[config.mk]
export PLATFORM = sky130hd
export DESIGN_NAME = m7458_vec_gen
export DESIGN_NICKNAME = d
export VERILOG_FILES = /design/src/rtl/m7458_pkg.sv /design/src/rtl/m7458_vec_gen.sv
export SDC_FILE = /design/constraint.sdc
export NUM_CORES = 1
export LEC_CHECK = 0
export BUFFER_PORTS_ARGS = -buffer_cell sky130_fd_sc_hd__buf_4
export CAP_MARGIN = 30
export CORE_ASPECT_RATIO = 0.7
export CORE_MARGIN = 5
export CORE_UTILIZATION = 25
export DETAILED_ROUTE_END_ITERATION = 8
export PLACE_DENSITY_LB_ADDON = 0.1
export SYNTH_ARGS = -nofsm -noshare
export SYNTH_HDL_FRONTEND = slang
export SYNTH_SLANG_ARGS = --single-unit
[constraint.sdc]
create_clock -name clk -period 1.4 [get_ports clk]
set_input_delay 0.07 -clock clk [delete_from_list [all_inputs] [get_ports clk]]
set_output_delay 0.07 -clock clk [all_outputs]
set_load 0.02 [all_outputs]
[src/rtl/m7458_pkg.sv]
// rtl/m7458_pkg.sv - shared constants, FSM states and golden model for the m7458 vector checker
package m7458_pkg;

   localparam int VEC_W = 10;

   // Fibonacci LFSR x^10+x^7+1: feedback from bits 9 and 6, shifted in at bit 0
   localparam logic [VEC_W-1:0] LFSR_TAPS = 10'h240;
   localparam logic [VEC_W-1:0] LFSR_SEED = 10'h001;
   localparam logic [VEC_W-1:0] LFSR_LAST = 10'h200;

   typedef enum logic [1:0] {IDLE, DRIVE, SAMPLE, DONE} state_t;

   // Returns {p1y, p2y}; bit 9 = p1a ... bit 4 = p1f, bit 3 = p2a ... bit 0 = p2d
   function automatic logic [1:0] m7458_golden(input logic [VEC_W-1:0] vec);
      logic p1y;
      logic p2y;
      p1y = (vec[9] & vec[8] & vec[7]) | (vec[6] & vec[5] & vec[4]);
      p2y = (vec[3] & vec[2]) | (vec[1] & vec[0]);
      return {p1y, p2y};
   endfunction

endpackage

[src/rtl/m7458_vec_gen.sv]
// rtl/m7458_vec_gen.sv - stimulus vector register; incrementing order, or LFSR order under M7458_LFSR_STIM_EN
module m7458_vec_gen
   import m7458_pkg::*;
(
   input  logic             clk,
   input  logic             resetn,
   input  logic             load,
   input  logic             advance,
   output logic [VEC_W-1:0] vec,
   output logic             last
);

   logic [VEC_W-1:0] vec_next;

`ifdef M7458_LFSR_STIM_EN
   // Vector 0 leads the sweep; the LFSR then visits all 1023 nonzero states
   always_comb begin
      if (vec == '0) vec_next = LFSR_SEED;
      else           vec_next = {vec[VEC_W-2:0], ^(vec & LFSR_TAPS)};
   end
   assign last = (vec == LFSR_LAST);
`else
   assign vec_next = vec + VEC_W'(1);
   assign last     = (vec == '1);
`endif

   always_ff @(posedge clk) begin
      if (!resetn)      vec <= '0;
      else if (load)    vec <= '0;
      else if (advance) vec <= vec_next;
   end

endmodule

After elaboration in Yosys (flattened, before gate mapping)

Index checks and enable logic that the tools add are counted.

Word-level logic and storage cells: 5
Register bits after elaboration: 10
Output and inout bits: 11

Reductions and logical operators: 1
Eq/ne operators: 1
Bitwise operators: 1
Add/subtract/negate cells: 1

Operator list:

| cell                                          | count |
|---|---|
| adder 10 x 1 -> 10 bit, second input constant | 1 |
| equality test 10 bit, second input constant   | 1 |
| OR reduction 2 bit                            | 1 |
| NOT 1 bit                                     | 1 |

Longest topological paths before layout

Gate-level depths: netlist of the first run.

Depth after elaboration: 2
Gate-level depth with buffers: 4

Worst setup path before layout of the first run

No wires, ideal clock.

Path kind: register to register
Start: register vec[0]
End: register vec[8]
Library setup time: 0.070 ns
Required time: 1.330 ns
Arrival time: 1.456 ns
Stages on the path, launching flop included: 5
Clock period less this slack: 1.526 ns
Path slack: -0.126 ns
Path through: dfxtp_1 ha_1 nand4_1 or4_1 a21oi_1

Longest elaborated chain between the ends: 1

RTL lines:

| element                | line                | RTL |
|---|---|---|
| from (decl)            | m7458_vec_gen.sv:9  | `output logic [VEC_W-1:0] vec,` |
| from (signal assigned) | m7458_vec_gen.sv:30 | `else if (advance) vec <= vec_next;` |
| adder 10 x 1 -> 10 bit | m7458_vec_gen.sv:23 | `assign vec_next = vec + VEC_W'(1);` |

No other way between the ends.
A chain may end at the register's enable or synchronous reset.

Worst setup path after layout of the first run

Start: register vec[7]
End: output last

Longest elaborated chain between the ends: 1

RTL lines:

| element              | line                | RTL |
|---|---|---|
| equality test 10 bit | m7458_vec_gen.sv:24 | `assign last = (vec == '1);` |
| to (decl)            | m7458_vec_gen.sv:10 | `output logic last` |

No other way between the ends.

==> metrics.md, run 1 <==
| Metric | Value |
|---|---|
| Initial antenna violation count | 0 |
| Largest reg by FF count | vec |
| Total CTS buffers | 3 |
| Pre-CTS WS | 0.0710 ns |
| All-Layer GR Usage | 9.24% |
| Ratio of cells with drive above 1 in the final layout | 42.5% |
| RSZ-0062 raised after global routing | false |
| Number of global-route vias before repair | 434 |
| Inst Count DP | 91 |
| Port bufs | 14 |
| Flip-flop and latch count after synthesis | 10 |
| Mapped Nets | 58 |
| I/O pins | 15 |
| Final Instance Area | 677 um2 |
| Largest net degree at the start of global routing | 10 |
| Cts hold-fix bufs | 0 |
| RePlAce Congestion | 0.649 |
| Die footprint | 0.00283 mm2 |
| Slew @ Worst Pin | 0.401 ns |
| Antenna cells | 0 |
| Max FFs per register | 10 |
| Final hold vios | 0 |
| Top-area cell type share of the netlist area | 43.1% |
| Max capacitance violation total | 0 |
| Core area | 0.00181 mm2 |
| Clk_skew | 0.000790 ns |
| Vias | 447 |
| Largest regs | vec: 10 flops |
| Part of the cycle the worst path needs | 93.3% |
| Syn avg cell area | 8.76 um2 |
| Yosys warning total | 0 |
| Fill cells | 187 |
| Clock Path Buffers | 2 |
| Final setup vio count | 0 |
| Synth cell types | 21 |
| Post-Synthesis Cells | 53 |
| First-pass GRT wire length | 1.85 mm |
| Horiz. Die Dim | 61.5 um |
| Starting density of the core | 25.7% |
| CP Data Required Time | 1.33 ns |
| Period minus WS final | 1.31 ns |
| CP Max Fanout | 4 |
| Worst hold path class | in -> reg |
| Nets | 80 |
| Overflow after GRT | 0 |
| Max-slew violation count | 0 |
| Critical path arrival | 1.24 ns |
| Setup crit end kind | primary output |
| Num rows | 13 |
| Via-to-Cell Ratio | 4.71 |
| H-tree Lvls | 1 |
| DRT Pass-1 Iters | 4 |
| Post-DP Area | 624 um2 |
| Synth top area cells | dfxtp_1 43%, nand2_1 4.9%, o31ai_1 4.9% |
| Clk_lat worst skew | 0.26 ns |
| Post-synthesis sequential area ratio | 43.1% |
| Tot Pwr | 0.515 mW |
| Post-Synthesis Cell Area | 464 um2 |
| Routed WL | 1.16 mm |
| Die Ht | 46.1 um |
| PD cells | 761 mW/mm2 |
| Routed Antenna Nets | 0 |
| Status | completed |
| Crit path kind | reg -> out |
| Achievable Freq | 766 MHz |
| Top cell type by total area after synthesis | dfxtp_1 |
| Rel. slew slack | 73.3% |
| Minimum hold slack | 0.0870 ns |
| Clock sink count | 10 |
| Post-DP HPWL | 878 um |
| Clock slew seen by the registers of the worst setup and hold paths | 0.06 ns |
| Final worst setup slack | 0.0939 ns |
| CTS tree | yes |
| DR WL/cell | 12.2 um |
| VDD IR max | 0.000527 V |
| Clock Root Buffer | clkbuf_4 |
| Cell Count, Final, Fillers Out | 95 |
| Area Overhead vs Synth | 45.8% |
| DRC viols | 0 |
| LEAKAGE | 0.244 nW |
| Startpoint Class | flip-flop |
| Initial drt markers | 22 |
[power by group]
part | total [mW] | switching (mW) | internal, mW
Clock | 0.194 | 0.0950 | 0.0993
Combinational | 0.0325 | 0.0163 | 0.0162
Sequential | 0.288 | 0.00309 | 0.285
[path summary, 6_finish.rpt]
| check | from | endpoint | slack, ns | cells after the start |
|---|---|---|---|---|
| max reg2reg | vec[0]$_SDFFE_PP0P_ | vec[6]$_SDFFE_PP0P_ | 0.11 | 5 |
| max | vec[7]$_SDFFE_PP0P_ | last | 0.09 | 3 |
| min reg2reg | vec[7]$_SDFFE_PP0P_ | vec[7]$_SDFFE_PP0P_ | 0.50 | 2 |
| min | load | vec[9]$_SDFFE_PP0P_ | 0.09 | 4 |
[placed cells by master (no fill, tap or decap)]
cell / count
xor2_1: 2
nand3_2: 1
or4_1: 3
nor4_2: 1
dfxtp_2: 4
o31ai_1: 3
a21oi_1: 3
clkbuf_4: 3
o21ai_0: 1
nand4_1: 2
nand3_1: 2
ha_4: 1
nand2_1: 6
a21oi_2: 1
dfxtp_4: 1
inv_1: 1
or3_1: 1
xnor2_1: 2
nor2b_1: 1
dfxtp_1: 5
nand2b_1: 2
buf_4: 19
nor2_1: 5
nor4_1: 1
mux2i_1: 2
[routing by layer]
layer  track usage (%)  share of wire [%]  wire length (um)
met3              6.72                9.8               113
met4              2.54               0.78                 9
met5                 0                  0                 0
met1              10.5                 47               545
met2              13.8                 42               490
[area by class of cell]
cell class,count,area [um2],area share [%]
Sequential cell,10,209,30.9
Timing Repair Buffer,19,143,21.1
Multi-Input combinational cell,40,272,40.1
Inverter,1,3.75,0.555
Clock buffer,3,22.5,3.33
Tap cell,22,27.5,4.07
[Yosys cell counts (all sizes together)]
cell type,n
xnor2,2
nor2,5
o31ai,3
mux2i,2
or4,3
dfxtp,10
buf,1
inv,1
a21oi,4
clkbuf,1
o21ai,1
xor2,2
ha,1
nand2,6
nand4,2
nand3,3
nor4,2
or3,1
nor2b,1
nand2b,2
[critical path: stages, from the launching register on]
cell     delay [ns]
dfxtp_1        0.37
nand2_1        0.13
nor4_2         0.29
buf_4          0.18
[stage by stage]
stage,setup TNS (ns),util (%)
6_report,0,37.5
5_1_grt,0,37.5
4_1_cts,0,35.8
3_5_place_dp,0,34.6
3_3_place_gp,0,34.6
2_1_floorplan,-0.00502,-
[what timing repair did]
action | CTS | global route
setup endpoints to repair | 0 | 2
setup buffers | 0 | 1
gates resized for setup | 0 | 7
[cell families after synthesis]
| group | count (synthesis) | share of synthesized area [%] |
|---|---|---|
| AOI/OAI and AO/OA | 8 | 10.2 |
| and+or+nand+nor | 25 | 28.8 |
| DFF | 10 | 43.1 |
| muxes | 2 | 4.31 |
| xor gates and xnor gates | 4 | 7.55 |
| buffers and inverters | 3 | 3.23 |
| adders and majority gates | 1 | 2.69 |
No activity file was read; power rests on OpenSTA's default activity.
==> run 2: changes to the inputs <==
Settings changed: BUFFER_PORTS_ARGS -buffer_cell sky130_fd_sc_hd__buf_4 to -buffer_cell sky130_fd_sc_hd__buf_2.
==> run 2 against run 1 <==
Against the previous run: core utilization fell by 3.3 points; first-iteration DRC count fell by 64%; worst setup slack got worse by 0.025 ns; count of clock-buffer cells in the layout did not move; clock power rose by 5%; combinational power fell by 13%; cell area fell by 8.9%; non-clock buffer count fell by 2.
==> metrics.md, run 2 (synthesis gave the netlist of run 1 again) <==
| Metric | Value |
|---|---|
| Core area | 0.00181 mm2 |
| Num rows | 13 |
| DRT Pass-1 Iters | 4 |
| CTS tree | yes |
| Antenna cells | 0 |
| Initial antenna violation count | 0 |
| Setup crit end kind | primary output |
| RSZ-0062 raised after global routing | false |
| Largest net degree at the start of global routing | 10 |
| Internal power | 0.397 mW |
| Worst hold path class | in -> reg |
| VDD IR max | 0.000336 V |
| Initial drt markers | 8 |
| CP Data Required Time | 1.33 ns |
| PD cells | 842 mW/mm2 |
| Final hold vios | 0 |
| Clk pwr share | 39.2% |
| DR WL/cell | 12.8 um |
| Achievable Freq | 751 MHz |
| Most frequent cells in the layout | 13 x buf_2, 6 x dfxtp_1, 5 x nand2_1, 5 x nor2_1 |
| Clock Path Buffers | 2 |
| DRC viols | 0 |
| Max-slew violation count | 0 |
| Clock Root Buffer | clkbuf_4 |
| Rel. slew slack | 74.3% |
| Largest regs | vec: 10 flops |
| CP Max Fanout | 4 |
| I/O pins | 15 |
| Slew @ Worst Pin | 0.386 ns |
| Final setup vio count | 0 |
| Largest reg by FF count | vec |
| Part of the power in registers | 55.3% |
| Crit path kind | reg -> out |
| Die footprint | 0.00283 mm2 |
| Max FFs per register | 10 |
| Most common cell after layout, fill and taps aside | buf_2 |
| Sw power | 0.122 mW |
| Ratio of cells with drive above 1 in the final layout | 39.4% |
| LEAKAGE | 0.233 nW |
| Minimum hold slack | 0.0851 ns |
| Startpoint Class | flip-flop |
| Logic pwr share | 5.4% |
| Routed WL | 1.19 mm |
| H-tree Lvls | 1 |
| Area Overhead vs Synth | 32.9% |
| Post-DP HPWL | 843 um |
| Number of global-route vias before repair | 388 |
| Routed Antenna Nets | 0 |
| Via-to-Cell Ratio | 4.69 |
| Nets | 78 |
| Clk_skew | 0.00440 ns |
| Critical path arrival | 1.26 ns |
| Period minus WS final | 1.33 ns |
| Overflow after GRT | 0 |
| Die Ht | 46.1 um |
| Clock sink count | 10 |
| Port bufs | 14 |
| Vias | 436 |
| Sw Ratio | 23.6% |
| First-pass GRT wire length | 1.81 mm |
| RePlAce Congestion | 0.675 |
| Part of the cycle the worst path needs | 95.1% |
| Status | completed |
| Post-Route Setup TNS | 0 ns |
| Clk_lat worst skew | 0.27 ns |
| Starting density of the core | 25.7% |
| Final design utilization | 34.2% |
| Max capacitance violation total | 0 |
| Clock slew seen by the registers of the worst setup and hold paths | 0.07 ns |
| All-Layer GR Usage | 9.58% |
| Total CTS buffers | 3 |
| Horiz. Die Dim | 61.5 um |
| Setup repair bufs after CTS | 0 |
run 2: cell types whose count changed in the layout (fill, tap and decap cells not counted):
cell,delta
ha_2,+1
a21oi_2,-1
dfxtp_1,+1
a21oi_1,+1
dfxtp_2,-1
nand2_1,-1
buf_2,+13
buf_4,-15
nand2_2,+1
ha_4,-1
run 2: metrics by stage:
step / instance area, um2 / std cells / total power [mW] / worst slack (ns)
after floorplan: 473 / 53 / 0.315 / -0.00502
after global placement: 582 / 90 / 0.324 / 0.105
after detailed placement: 582 / 90 / 0.324 / 0.0858
after CTS: 604 / 93 / 0.531 / 0.0327
after global routing: 617 / 93 / 0.543 / 0.00346
final: 617 / 93 / 0.519 / 0.0688
run 2: final timing paths:
check                      start             endpoint  slack [ns]  cells past startpoint
max          vec[7]$_SDFFE_PP0P_                 last        0.07                      3
min                         load  vec[9]$_SDFFE_PP0P_        0.09                      4
max reg2reg  vec[1]$_SDFFE_PP0P_  vec[8]$_SDFFE_PP0P_        0.08                      4
min reg2reg  vec[8]$_SDFFE_PP0P_  vec[8]$_SDFFE_PP0P_        0.50                      2
run 2: critical path, cell delays in order, from the launching register on:
cell and delay, ns:
dfxtp_1 0.38, nand2_1 0.14, nor4_2 0.29, buf_4 0.18
run 2: area by class of cell:
class	count	area (um2)
clock buffer	3	22.5
inverter	1	3.75
timing repair buffer	17	95.1
sequential	10	208
fill	193	1190
multi-input combinational	40	260
tap	22	27.5
run 2: repair_timing:
action / in CTS / in global routing
hold buffers: 0 / 0
setup endpoints to repair: 0 / 2
gates resized for setup: 0 / 6
run 2: power by group through the flow:
stage	registers, mW	clock network [mW]	logic (mW)
4_1_cts	0.289	0.214	0.0285
3_5_place_dp	0.296	0	0.0286
3_3_place_gp	0.296	0	0.0287
2_1_floorplan	0.299	0	0.0161
5_1_grt	0.288	0.224	0.0312
6_report	0.287	0.204	0.0283
run 2: layer usage:
layer,track usage (%),vias to the layer above,wire length [um]
met2,11.3,12,435
met3,7.00,2,89
met4,3.81,0,12
met1,12.8,196,648
met5,0,-,0
li1,-,226,-
